[config.mk]
export PLATFORM = sky130hd
export DESIGN_NAME = lfsr_seq_ctrl
export DESIGN_NICKNAME = d
export VERILOG_FILES = /design/src/rtl/lfsr_seq_ctrl.sv
export SDC_FILE = /design/constraint.sdc
export NUM_CORES = 1
export LEC_CHECK = 0
export CAP_MARGIN = 20
export CORE_MARGIN = 10
export CORE_UTILIZATION = 40
export DETAILED_ROUTE_END_ITERATION = 6
export GPL_ROUTABILITY_DRIVEN = 1
export PLACE_DENSITY_LB_ADDON = 0.1
export SYNTH_ARGS = -nofsm -noshare
export SYNTH_HDL_FRONTEND = slang
export SYNTH_SLANG_ARGS = --single-unit
[constraint.sdc]
create_clock -name clk -period 1.6 [get_ports clk]
set_input_delay 0.32 -clock clk [delete_from_list [all_inputs] [get_ports clk]]
set_output_delay 0.32 -clock clk [all_outputs]
set_load 0.01 [all_outputs]
[src/rtl/lfsr_seq_ctrl.sv]
// lfsr_seq_ctrl: loads a seed serially into an external 2-flop XOR shift register, runs it and
// returns OUT_W collected feedback bits. Optional macro LFSR_SEQ_ZSEED_EN maps an all-zero seed to 1.
//
// Handshakes (cmd_* and res_*): a transfer happens on a rising clk edge where valid and ready are
// both 1; the producer holds valid and its payload until that edge, and ready never depends on valid.
module lfsr_seq_ctrl #(
  parameter int SEED_W = 2,
  parameter int OUT_W  = 8,
  parameter int LAT    = 3
) (
  input  logic              clk,
  input  logic              rst,
  input  logic              cmd_valid,
  output logic              cmd_ready,
  input  logic [SEED_W-1:0] cmd_seed,
  input  logic              abort,
  output logic              lfsr_ena,
  output logic              lfsr_seed,
  input  logic              lfsr_out,
  output logic              res_valid,
  input  logic              res_ready,
  output logic [OUT_W-1:0]  res_data,
  output logic [1:0]        fsm_state
);

  localparam int CNT_W = $clog2(LAT + OUT_W + 1);
  localparam logic [CNT_W-1:0] LOAD_LEN    = CNT_W'(SEED_W);
  localparam logic [CNT_W-1:0] RUN_LEN     = CNT_W'(LAT + OUT_W);
  localparam logic [CNT_W-1:0] COLLECT_LEN = CNT_W'(OUT_W);
  localparam logic [CNT_W-1:0] CNT_ONE     = CNT_W'(1);

  typedef enum logic [1:0] {
    IDLE = 2'd0,
    LOAD = 2'd1,
    RUN  = 2'd2,
    DONE = 2'd3
  } state_t;

  state_t              state;
  logic [CNT_W-1:0]    cnt;
  logic [SEED_W-1:0]   seed_sr;
  logic [SEED_W-1:0]   start_seed;

`ifdef LFSR_SEQ_ZSEED_EN
  assign start_seed = (cmd_seed == '0) ? SEED_W'(1) : cmd_seed;
`else
  assign start_seed = cmd_seed;
`endif

  // seed_sr drains to zero by the end of LOAD and is cleared on abort, so its bit 0 is the
  // seed line in every state.
  assign lfsr_seed = seed_sr[0];
  assign fsm_state = state;

  always_ff @(posedge clk or negedge rst) begin
    if (!rst) begin
      state     <= IDLE;
      cnt       <= '0;
      seed_sr   <= '0;
      res_data  <= '0;
      res_valid <= 1'b0;
      lfsr_ena  <= 1'b0;
      cmd_ready <= 1'b1;
    end else begin
      case (state)
        IDLE: begin
          if (cmd_valid) begin
            seed_sr   <= start_seed;
            cnt       <= LOAD_LEN;
            cmd_ready <= 1'b0;
            state     <= LOAD;
          end
        end
        LOAD: begin
          if (abort) begin
            seed_sr   <= '0;
            cnt       <= '0;
            cmd_ready <= 1'b1;
            state     <= IDLE;
          end else begin
            seed_sr <= seed_sr >> 1;
            if (cnt == CNT_ONE) begin
              cnt      <= RUN_LEN;
              lfsr_ena <= 1'b1;
              state    <= RUN;
            end else begin
              cnt <= cnt - CNT_ONE;
            end
          end
        end
        RUN: begin
          if (abort) begin
            cnt       <= '0;
            lfsr_ena  <= 1'b0;
            cmd_ready <= 1'b1;
            state     <= IDLE;
          end else begin
            // The last OUT_W RUN cycles carry valid feedback; shifting right leaves the first at bit 0.
            if (cnt <= COLLECT_LEN) begin
              res_data <= {lfsr_out, res_data[OUT_W-1:1]};
            end
            if (cnt == CNT_ONE) begin
              cnt       <= '0;
              lfsr_ena  <= 1'b0;
              res_valid <= 1'b1;
              state     <= DONE;
            end else begin
              cnt <= cnt - CNT_ONE;
            end
          end
        end
        DONE: begin
          if (res_ready) begin
            res_valid <= 1'b0;
            cmd_ready <= 1'b1;
            state     <= IDLE;
          end
        end
        default: begin
          state <= IDLE;
        end
      endcase
    end
  end

endmodule

==> impl_metrics.py <==
metrics = {
    "power_and_ir_drop": {
        "pwr-share-comb_pct": 50.1,
        "p_leak_nw": 0.829,
        "p_sw_uw": 715,
        "ir_drop_mv": 0.954,
        "clock_power_share_pct": 13.1,
        "seqPwrFrac_pct": 36.8,
        "p_int_mw": 1.16,
        "power_density_mw_per_mm2": 1210,
        "fin_total_pwr_mw": 1.88,
        "swShare_pct": 38.1,
    },
    "clocking": {
        "cts_sinks": 19,
        "clockRootBuffer": "clkbuf_4",
        "cts.clk_slew.worst_paths_ns": 0.11,
        "cts_tree": "built",
        "cts_buffers": 3,
        "clock_latency_ns": 0.29,
        "h-tree-depth": 1,
        "clk_path_buf_depth": 2,
    },
    "layout": {
        "area_growth_pct": 41.5,
        "final_net_count": 152,
        "drive_gt1_share_pct": 30.4,
        "n_antenna_cell": 0,
    },
    "worst_setup_path": {
        "crit_family": "buffers and inverters",
        "slowest_stage": "clkdlybuf4s50_1",
        "path_class": "reg -> out",
        "crit_buf_inv": 1,
        "worstPathArrival_ns": 1.23,
        "cp_cell_sequence": "clkdlybuf4s50_1",
        "cp_slowest_stage_delay_ns": 0.55,
        "rrSetupSlack_ns": 0.09,
        "end_kind": "output port",
        "critPathLaunchType": "register",
        "crit_required_ns": 1.28,
        "worstPathMaxFanout": 3,
    },
    "placed_design": {
        "detailed_place_hpwl_um": 1910,
        "io_buffer_count": 21,
        "place_congestion": 0.764,
    },
    "status": {
        "status": "complete, no violations",
    },
    "min_path": {
        "hold_class": "in -> async",
    },
    "floorplanning": {
        "num_io_pins": 22,
        "die_area_mm2": 0.00524,
        "die-height_um": 72.4,
        "initial_core_util_pct": 43.2,
        "die_w_um": 72.4,
        "coreArea_mm2": 0.00254,
        "num_rows": 18,
    },
    "sta": {
        "finalMaxSlewViolations": 0,
        "slew_headroom_pct": 76.6,
        "setup_viol": 0,
        "rsz0062_at_grt": "yes",
        "hold_viol_final": 0,
        "skew_ns": 0.00107,
        "worstMarginPinSlew_ns": 0.346,
        "holdWs_ns": 0.338,
        "finalCriticalPeriod_ns": 1.55,
        "period_share_pct": 97.1,
        "max_freq_mhz": 644,
    },
    "synthesis": {
        "ys_seq_elements": 19,
        "synth_edf_count": 0,
        "dominantRegCellSynth": "dfrtp_1",
        "synth_warnings": 0,
        "ys_async_sr_fraction_pct": 100,
        "synth_nets": 111,
        "syn_area_mm2": 0.00110,
        "syn_area_per_cell_um2": 11.6,
        "synth_cell_types": 35,
        "synthCells": 95,
        "ys_seq_area_share_pct": 43.4,
    },
    "route": {
        "dr.pass1.iters": 4,
        "first_iter_violations": 39,
        "finalWirelength_um": 2520,
        "remaining_drc_errors": 0,
        "ant_nets": 0,
        "wl_per_cell_um": 15.3,
        "vias_per_cell": 5.35,
        "vias": 882,
    },
    "grt": {
        "overflow": 0,
        "antenna_found_initial": 0,
        "grt_pass1_wl_um": 4280,
        "grt_pass1_vias": 886,
        "gr-usage-all-layers_pct": 9.89,
        "grt_max_degree": 20,
    },
    "run": {
        "cap_violations": 0,
    },
}
-- flip-flops by register name (all words and copies together) (netlist names) --
| name | cells |
|---|---|
| cmd_ready | 1 |
| cnt | 4 |
| res_data | 8 |
| fsm_state | 2 |
| res_valid | 1 |
| lfsr_ena | 1 |
| seed_sr | 2 |
-- routing by layer --
metal | wire (um) | vias to the layer above | track usage, %
met5 | 0 | - | 0
met2 | 1160 | 27 | 14.8
met3 | 226 | 4 | 3.81
met1 | 1120 | 431 | 12.8
li1 | - | 420 | -
met4 | 12 | 0 | 2.95
-- through the flow --
stage	std cells	setup slack [ns]	setup TNS (ns)	area (um^2)	utilization (%)
after floorplan	95	0.0211	0	1100	-
after global placement	157	-0.0977	-0.955	1450	56.8
after detailed placement	157	-0.133	-1.34	1450	56.8
after CTS	162	0.00804	0	1490	58.6
after global routing	165	-0.0134	-0.0204	1550	61.1
final	165	0.0470	0	1550	61.1
-- final cells by class --
| cell class | count | area, um^2 |
|---|---|---|
| clock inverter | 1 | 5.00 |
| sequential | 19 | 478 |
| inverter | 11 | 41.3 |
| clock buffer | 3 | 22.5 |
| multi-input combinational | 64 | 611 |
| timing repair buffer | 37 | 359 |
| tap | 30 | 37.5 |
| fill | 209 | 991 |
-- kinds of logic after synthesis --
| family | share of synthesized area, % |
|---|---|
| flops | 43.4 |
| buf+inv | 4.21 |
| fa+ha+maj | 9.11 |
| simple gates | 12.1 |
| mux | 13.7 |
| compound gates | 17.5 |
-- power by group through the flow --
stage / Clock, mW / Combinational (mW) / Sequential, mW
floorplan: 0 / 0.533 / 0.705
global placement: 0 / 0.916 / 0.689
detailed placement: 0 / 0.916 / 0.693
CTS: 0.264 / 0.922 / 0.684
global route: 0.280 / 1.05 / 0.711
finish: 0.246 / 0.940 / 0.690
-- what timing repair did --
item | in CTS | in global routing
resized for setup | 5 | 14
hold buffers | 0 | 0
endpoints found under the setup margin | 4 | 23
buffers inserted | 1 | 3
hold endpoints to repair | 0 | 0
-- worst paths after layout --
kind / endpoint / cells past startpoint / start
worst max-delay path: res_data[5] / 1 / res_data[5]$_DFFE_PN0P_
worst min-delay path: cnt[0]$_DFFE_PN0P_ / 2 / rst
worst max register to register: res_data[4]$_DFFE_PN0P_ / 6 / cnt[1]$_DFFE_PN0P_
worst min register to register: cmd_ready$_DFFE_PN1P_ / 2 / cmd_ready$_DFFE_PN1P_
max in group asynchronous: cmd_ready$_DFFE_PN1P_ / 2 / rst
min in group clk: cmd_ready$_DFFE_PN1P_ / 2 / cmd_ready$_DFFE_PN1P_
-- layout by cell type (no fill, tap or decap), types with 2 or more instances in the layout --
cell and instances:
inv_2 2, mux2i_1 3, dlygate4sd2_1 3, ha_1 6, nor2_1 3, dfrtp_1 17
nand2b_1 2, a21oi_1 5, buf_4 15, nand2_1 4, clkdlybuf4s50_1 10, mux2_4 8
inv_1 9, o22ai_1 3, nor2b_1 3, o21ai_0 2, clkbuf_4 3, a31oi_1 2
dlymetal6s2s_1 8, nand2b_4 2
-- Yosys cell counts (3+ instances only) --
library cell | number | area share (%)
a21oi_1 | 5 | 2.3
dfrtp_1 | 18 | 41
ha_1 | 8 | 9.1
inv_1 | 11 | 3.8
mux2_4 | 8 | 11
mux2i_1 | 3 | 2.7
nand2_1 | 4 | 1.4
nor2_1 | 3 | 1.0
nor2b_1 | 3 | 1.7
o22ai_1 | 3 | 1.7
No activity file was read; power rests on OpenSTA's default activity.
